==> src/rtl/tlc_pkg.sv <==
// Shared types, lamp encodings and sizing helper for the traffic-light controller.
// The optional night-flash feature is compiled in with TLC_NIGHT_FLASH_EN.
package tlc_pkg;

  // Phase encoding; also driven out on the debug phase port.
  typedef enum logic [1:0] {
    RED    = 2'd0,
    GREEN  = 2'd1,
    YELLOW = 2'd2,
    FLASH  = 2'd3
  } phase_e;

  // Lamp vector order is {red, yellow, green}.
  localparam logic [2:0] LAMP_RED = 3'b100;
  localparam logic [2:0] LAMP_YLW = 3'b010;
  localparam logic [2:0] LAMP_GRN = 3'b001;

  // Phase counter width: enough bits to hold the largest (time - 1), never below 1.
  function automatic int cnt_width(input int red_t, input int grn_t,
                                   input int ylw_t, input int ped_t);
    int m;
    m = red_t;
    if (grn_t > m) m = grn_t;
    if (ylw_t > m) m = ylw_t;
    if (ped_t > m) m = ped_t;
    return (m > 1) ? $clog2(m) : 1;
  endfunction

endpackage

==> src/rtl/tlc_tick_gen.sv <==
// Phase-tick prescaler: one-cycle tick every TICK_DIV clocks (constant 1 when TICK_DIV=1).
module tlc_tick_gen #(
  parameter int TICK_DIV = 1
) (
  input  logic clk,
  input  logic reset,
  output logic tick
);

  localparam int PW = (TICK_DIV > 1) ? $clog2(TICK_DIV) : 1;
  localparam logic [PW-1:0] LAST = PW'(TICK_DIV - 1);

  logic [PW-1:0] pre_q, pre_d;

  // Tick on the last prescaler count, then wrap to zero.
  always_comb begin
    // NOTE: every output of a combinational block gets a value on every path, so no latch is inferred.
    tick  = (pre_q == LAST);
    pre_d = tick ? '0 : pre_q + PW'(1);
  end

  // Prescaler register with synchronous reset.
  always_ff @(posedge clk) begin
    // NOTE: sequential state uses non-blocking assignments so all flops update from pre-edge values.
    if (reset) pre_q <= '0;
    else       pre_q <= pre_d;
  end

endmodule

==> src/rtl/traffic_light_ctrl.sv <==
// Traffic-light controller: Moore FSM (RED/GREEN/YELLOW) with phase down-counter,
// registered one-hot lamps and a synchronised, edge-detected pedestrian request.
// Define TLC_NIGHT_FLASH_EN to add the night_mode input and the blinking FLASH state.
module traffic_light_ctrl
  import tlc_pkg::*;
#(
  parameter int TICK_DIV       = 1,
  parameter int RED_TIME       = 16,
  parameter int GREEN_TIME     = 12,
  parameter int YELLOW_TIME    = 4,
  parameter int RED_SHORT      = 4,
  parameter int PED_GREEN_TIME = 14
) (
  input  logic       clk,
  input  logic       reset,
`ifdef TLC_NIGHT_FLASH_EN
  input  logic       night_mode,
`endif
  input  logic       ped_rqst,
  output logic       red_light,
  output logic       ylw_light,
  output logic       grn_light,
  output logic       ped_wait,
  output logic [1:0] phase
);

  localparam int CW      = cnt_width(RED_TIME, GREEN_TIME, YELLOW_TIME, PED_GREEN_TIME);
  localparam int PED_GRN = (GREEN_TIME > PED_GREEN_TIME) ? GREEN_TIME : PED_GREEN_TIME;

  localparam logic [CW-1:0] LD_RED       = CW'(RED_TIME - 1);
  localparam logic [CW-1:0] LD_RED_SHORT = CW'(RED_SHORT - 1);
  localparam logic [CW-1:0] LD_GREEN     = CW'(GREEN_TIME - 1);
  localparam logic [CW-1:0] LD_PED_GREEN = CW'(PED_GRN - 1);
  localparam logic [CW-1:0] LD_YELLOW    = CW'(YELLOW_TIME - 1);

  phase_e        state_q, state_d;
  logic [CW-1:0] cnt_q, cnt_d;
  logic [2:0]    lamps_q, lamps_d;
  logic          ped_wait_q, ped_wait_d;
  logic          sync1_q, sync2_q, sync3_q;
  logic          tick;
  logic          ped_edge;
  logic          pend_eff;

  tlc_tick_gen #(
    .TICK_DIV (TICK_DIV)
  ) u_tick_gen (
    .clk   (clk),
    .reset (reset),
    .tick  (tick)
  );

  // A request counts once per rising edge of the synchronised level.
  assign ped_edge = sync2_q & ~sync3_q;
  assign pend_eff = ped_wait_q | ped_edge;

  // Next state, phase counter, request latch and lamp decode of the next state.
  always_comb begin
    state_d    = state_q;
    cnt_d      = cnt_q;
    ped_wait_d = ped_wait_q | ped_edge;
    lamps_d    = lamps_q;

    case (state_q)
      RED: begin
        if (tick && cnt_q == '0) begin
          state_d    = GREEN;
          cnt_d      = pend_eff ? LD_PED_GREEN : LD_GREEN;
          ped_wait_d = 1'b0;
        end else if (pend_eff && cnt_q > LD_RED_SHORT) begin
          // Cut red short, but never lengthen it.
          cnt_d = LD_RED_SHORT;
        end else if (tick) begin
          cnt_d = cnt_q - CW'(1);
        end
      end
      GREEN: begin
        if (tick && cnt_q == '0) begin
          state_d = YELLOW;
          cnt_d   = LD_YELLOW;
        end else if (tick) begin
          cnt_d = cnt_q - CW'(1);
        end
      end
      YELLOW: begin
        if (tick && cnt_q == '0) begin
          state_d = RED;
          cnt_d   = pend_eff ? LD_RED_SHORT : LD_RED;
        end else if (tick) begin
          cnt_d = cnt_q - CW'(1);
        end
      end
`ifdef TLC_NIGHT_FLASH_EN
      FLASH: begin
        if (!night_mode) begin
          state_d = RED;
          cnt_d   = LD_RED;
        end
      end
`endif
      default: begin
        state_d = RED;
        cnt_d   = LD_RED;
      end
    endcase

`ifdef TLC_NIGHT_FLASH_EN
    // Night mode takes over at the end of whatever phase is running.
    if (night_mode && state_q != FLASH && tick && cnt_q == '0) begin
      state_d = FLASH;
      cnt_d   = '0;
    end
    if (state_d == FLASH) ped_wait_d = 1'b0;
`endif

    case (state_d)
      GREEN:  lamps_d = LAMP_GRN;
      YELLOW: lamps_d = LAMP_YLW;
`ifdef TLC_NIGHT_FLASH_EN
      FLASH: begin
        if (state_q != FLASH) lamps_d = LAMP_YLW;
        else if (tick)        lamps_d = lamps_q ^ LAMP_YLW;
      end
`endif
      default: lamps_d = LAMP_RED;
    endcase
  end

  // State, counter, lamp, request latch and synchroniser registers.
  always_ff @(posedge clk) begin
    if (reset) begin
      state_q    <= RED;
      cnt_q      <= LD_RED;
      lamps_q    <= LAMP_RED;
      ped_wait_q <= 1'b0;
      sync1_q    <= 1'b0;
      sync2_q    <= 1'b0;
      sync3_q    <= 1'b0;
    end else begin
      state_q    <= state_d;
      cnt_q      <= cnt_d;
      lamps_q    <= lamps_d;
      ped_wait_q <= ped_wait_d;
      // NOTE: sync1 may go metastable; only sync2 onward is used by logic.
      sync1_q    <= ped_rqst;
      sync2_q    <= sync1_q;
      sync3_q    <= sync2_q;
    end
  end

  assign {red_light, ylw_light, grn_light} = lamps_q;
  assign ped_wait = ped_wait_q;
  assign phase    = state_q;

endmodule

==> config.mk <==
export PLATFORM = sky130hd
export DESIGN_NAME = traffic_light_ctrl
export DESIGN_NICKNAME = d
export VERILOG_FILES = /design/src/rtl/tlc_pkg.sv /design/src/rtl/tlc_tick_gen.sv /design/src/rtl/traffic_light_ctrl.sv
export SDC_FILE = /design/constraint.sdc
export NUM_CORES = 1
export LEC_CHECK = 0
export ABC_AREA = 1
export CORE_UTILIZATION = 51
export DETAILED_ROUTE_END_ITERATION = 10
export GPL_TIMING_DRIVEN = 0
export HOLD_SLACK_MARGIN = 0.08
export MAX_ROUTING_LAYER = met4
export PLACE_DENSITY = 0.81
export SYNTH_ARGS = -nofsm -noshare
export SYNTH_HDL_FRONTEND = slang
export SYNTH_SLANG_ARGS = --single-unit
==> constraint.sdc <==
create_clock -name clk -period 1.8 [get_ports clk]
set_input_delay 0.36 -clock clk [delete_from_list [all_inputs] [get_ports clk]]
set_output_delay 0.36 -clock clk [all_outputs]
set_load 0.02 [all_outputs]
==> reports/results.tsv <==
metric	value	unit
r2r_slack	0.11	ns
root_buffer	clkbuf_4	
fin_crit_sh	0.941	
syn_inst	105	
dieArea	1560	µm²
syn_area	716	µm²
rsz0062_at_grt	false	
clockBufferDepth	2	
synthesis.nets	112	
synth_seq_cells	14	
core_area	1300	µm²
crit_path_start_kind	register	
htreeDepth	1	
antenna_found_initial	0	
hold_path.startpoint	reset	
dr.first_iter.drc_count	11	
max_freq	0.590	GHz
clock_latency	0.28	ns
p_int	428	µW
slew_viol_final	0	
place.detailed.hpwl	1020	µm
p_clk_frac	0.301	
path_clk_slew	0.07	ns
startpoint	cnt_q[0]	
final_util	0.656	
drt-total-wl	1410	µm
tritoncts	done	
power_frac_seq	0.580	
swShare	0.261	
p_per_area	680	nW/µm²
grt.overflow.total	0	
rows	13	
start_util	0.550	
die_x	39.5	µm
crit_path_end	lamps_q[2]	
io_buffers	7	
area_growth	19.2	%
critPathKind	register to register	
ir_worst_vdd	452	µV
critical_path_required	1.97	ns
cts_buffers	3	
drt_first_pass_iters	4	
outcome	finished clean	
grt_usage	0.219	
power_frac_comb	0.119	
hp-class	input pin to register	
hold_ws	0.357	ns
antenna_left	0	
nets	126	
yosysSeqAreaShare	0.392	
detailroute.via_count	633	
rr_endpoint	lamps_q[2]	
grt_max_degree	10	
viasPerCell	4.80	
clock_sinks	14	
io_pins	9	
r2r-start	cnt_q[0]	
diodes	0	
skew	0.00841	ns
synth_area_leaders	dfxtp_1 (39%), nand2_1 (13%), inv_1 (9.4%)	
p_switching	152	µW
yosysWarnings	0	
synth.top_cell.area_share	0.392	
final_hold_viol_count	0	
grt_pass1_wl	2120	µm
synth_top_cell_by_area	dfxtp_1	
drive_above_1_share	0.205	
synth.avg_cell_area	6.82	µm²
setup_viol	0	
period_needed	1.69	ns
crit_arrival	1.86	ns
place_congestion	0.893	
cap_violations	0	
fin_setup_tns	0	ns
reg2reg_depth	9	
grt_pass1_vias	508	
leakagePower	0.000396	µW
die_h	39.5	µm
path_max_fanout	5	
ys_types	18	
drc	0	
end_kind	register	
routedWlPerCell	10.7	µm
[cells by family after synthesis]
| family | after synthesis | share of synthesized area |
|---|---|---|
| AO/OA/AOI/OAI | 5 | 0.0402 |
| XOR/XNOR | 1 | 0.0122 |
| adder cells (fa/ha/maj) | 4 | 0.0699 |
| buffers and inverters | 23 | 0.122 |
| flip-flops | 14 | 0.392 |
| other | 1 | 0.00524 |
| AND/OR/NAND/NOR | 57 | 0.358 |
[layout by cell type, fill, tap and decap left out, drive strengths merged]
master / count
a21oi: 2
buf: 3
clkbuf: 3
clkdlybuf4s50: 7
conb: 1
dfxtp: 14
ha: 4
inv: 22
nand2: 27
nand3: 8
nand4: 1
nor2: 20
o21ai: 3
or2: 1
xor2: 1
[synth_stat cells (all sizes together)]
library cell	instances
ha	4
nor2	20
inv	22
nand3	8
xor2	1
nand2	27
nand4	1
dfxtp	14
or2	1
buf	1
o21ai	3
a21oi	2
conb	1
[through the flow]
step | instances | area (µm²) | power (µW) | setup WS, ns
final | 132 | 853 | 580 | 0.106
after CTS | 130 | 827 | 578 | 0.00828
after global placement | 127 | 805 | 405 | 0.0438
after floorplan | 105 | 716 | 392 | 0.151
after detailed placement | 127 | 805 | 409 | 0.0253
after global routing | 132 | 853 | 612 | 0.00571
[critical path, cell delays in order (launching register included)]
cell and delay, ns:
dfxtp_2 0.34, inv_2 0.07, ha_2 0.18, inv_1 0.05, nor2_2 0.14, nand2_2 0.11, nand2_1 0.09, o21ai_2 0.07
ha_1 0.26, or2_2 0.27
[power groups by stage]
stage          logic [µW]  clock network, µW  registers [µW]
2_1_floorplan        50.5                  0             341
3_3_place_gp         63.7                  0             342
3_5_place_dp         66.7                  0             342
4_1_cts              67.1                176             335
5_1_grt              80.4                193             339
6_report             68.9                174             337
[registers in the layout (all words and copies together) (netlist names)]
signal,count
u_tick_gen.pre_q,1
phase,2
lamps_q,3
cnt_q,4
sync3_q,1
sync1_q,1
sync2_q,1
ped_wait,1
[how the worst min path moves through the flow]
stage,slack [ns],endpoint,depth (start not counted)
CTS,0.36,phase[0],2
floorplan,0.39,sync2_q,2
global route,0.36,phase[0],2
detailed placement,0.39,sync2_q,2
finish,0.36,phase[0],2
global placement,0.39,sync2_q,2
[layer usage]
layer | vias to the layer above | part of all wire | GRT usage
li1 | 333 | - | -
met1 | 286 | 0.45 | 0.269
met2 | 10 | 0.49 | 0.311
met3 | 4 | 0.042 | 0.0682
met4 | 0 | 0.015 | 0.129
met5 | - | 0 | -
[layout make-up]
cell class | instances | area (µm²)
Multi-Input combinational cell | 68 | 358
Clock buffer | 3 | 22.5
Fill cell | 121 | 448
Buffer | 1 | 5.00
Sequential cell | 14 | 282
Inverter | 22 | 82.6
Timing Repair Buffer | 9 | 85.1
Tap cell | 15 | 18.8
[what timing repair did]
item                       4_1_cts  5_1_grt
gates resized for setup          0        5
setup endpoints to repair        0        1
setup buffers                    0        2
hold buffers                     0        0
Note: power is estimated with default switching activity, not from simulation.
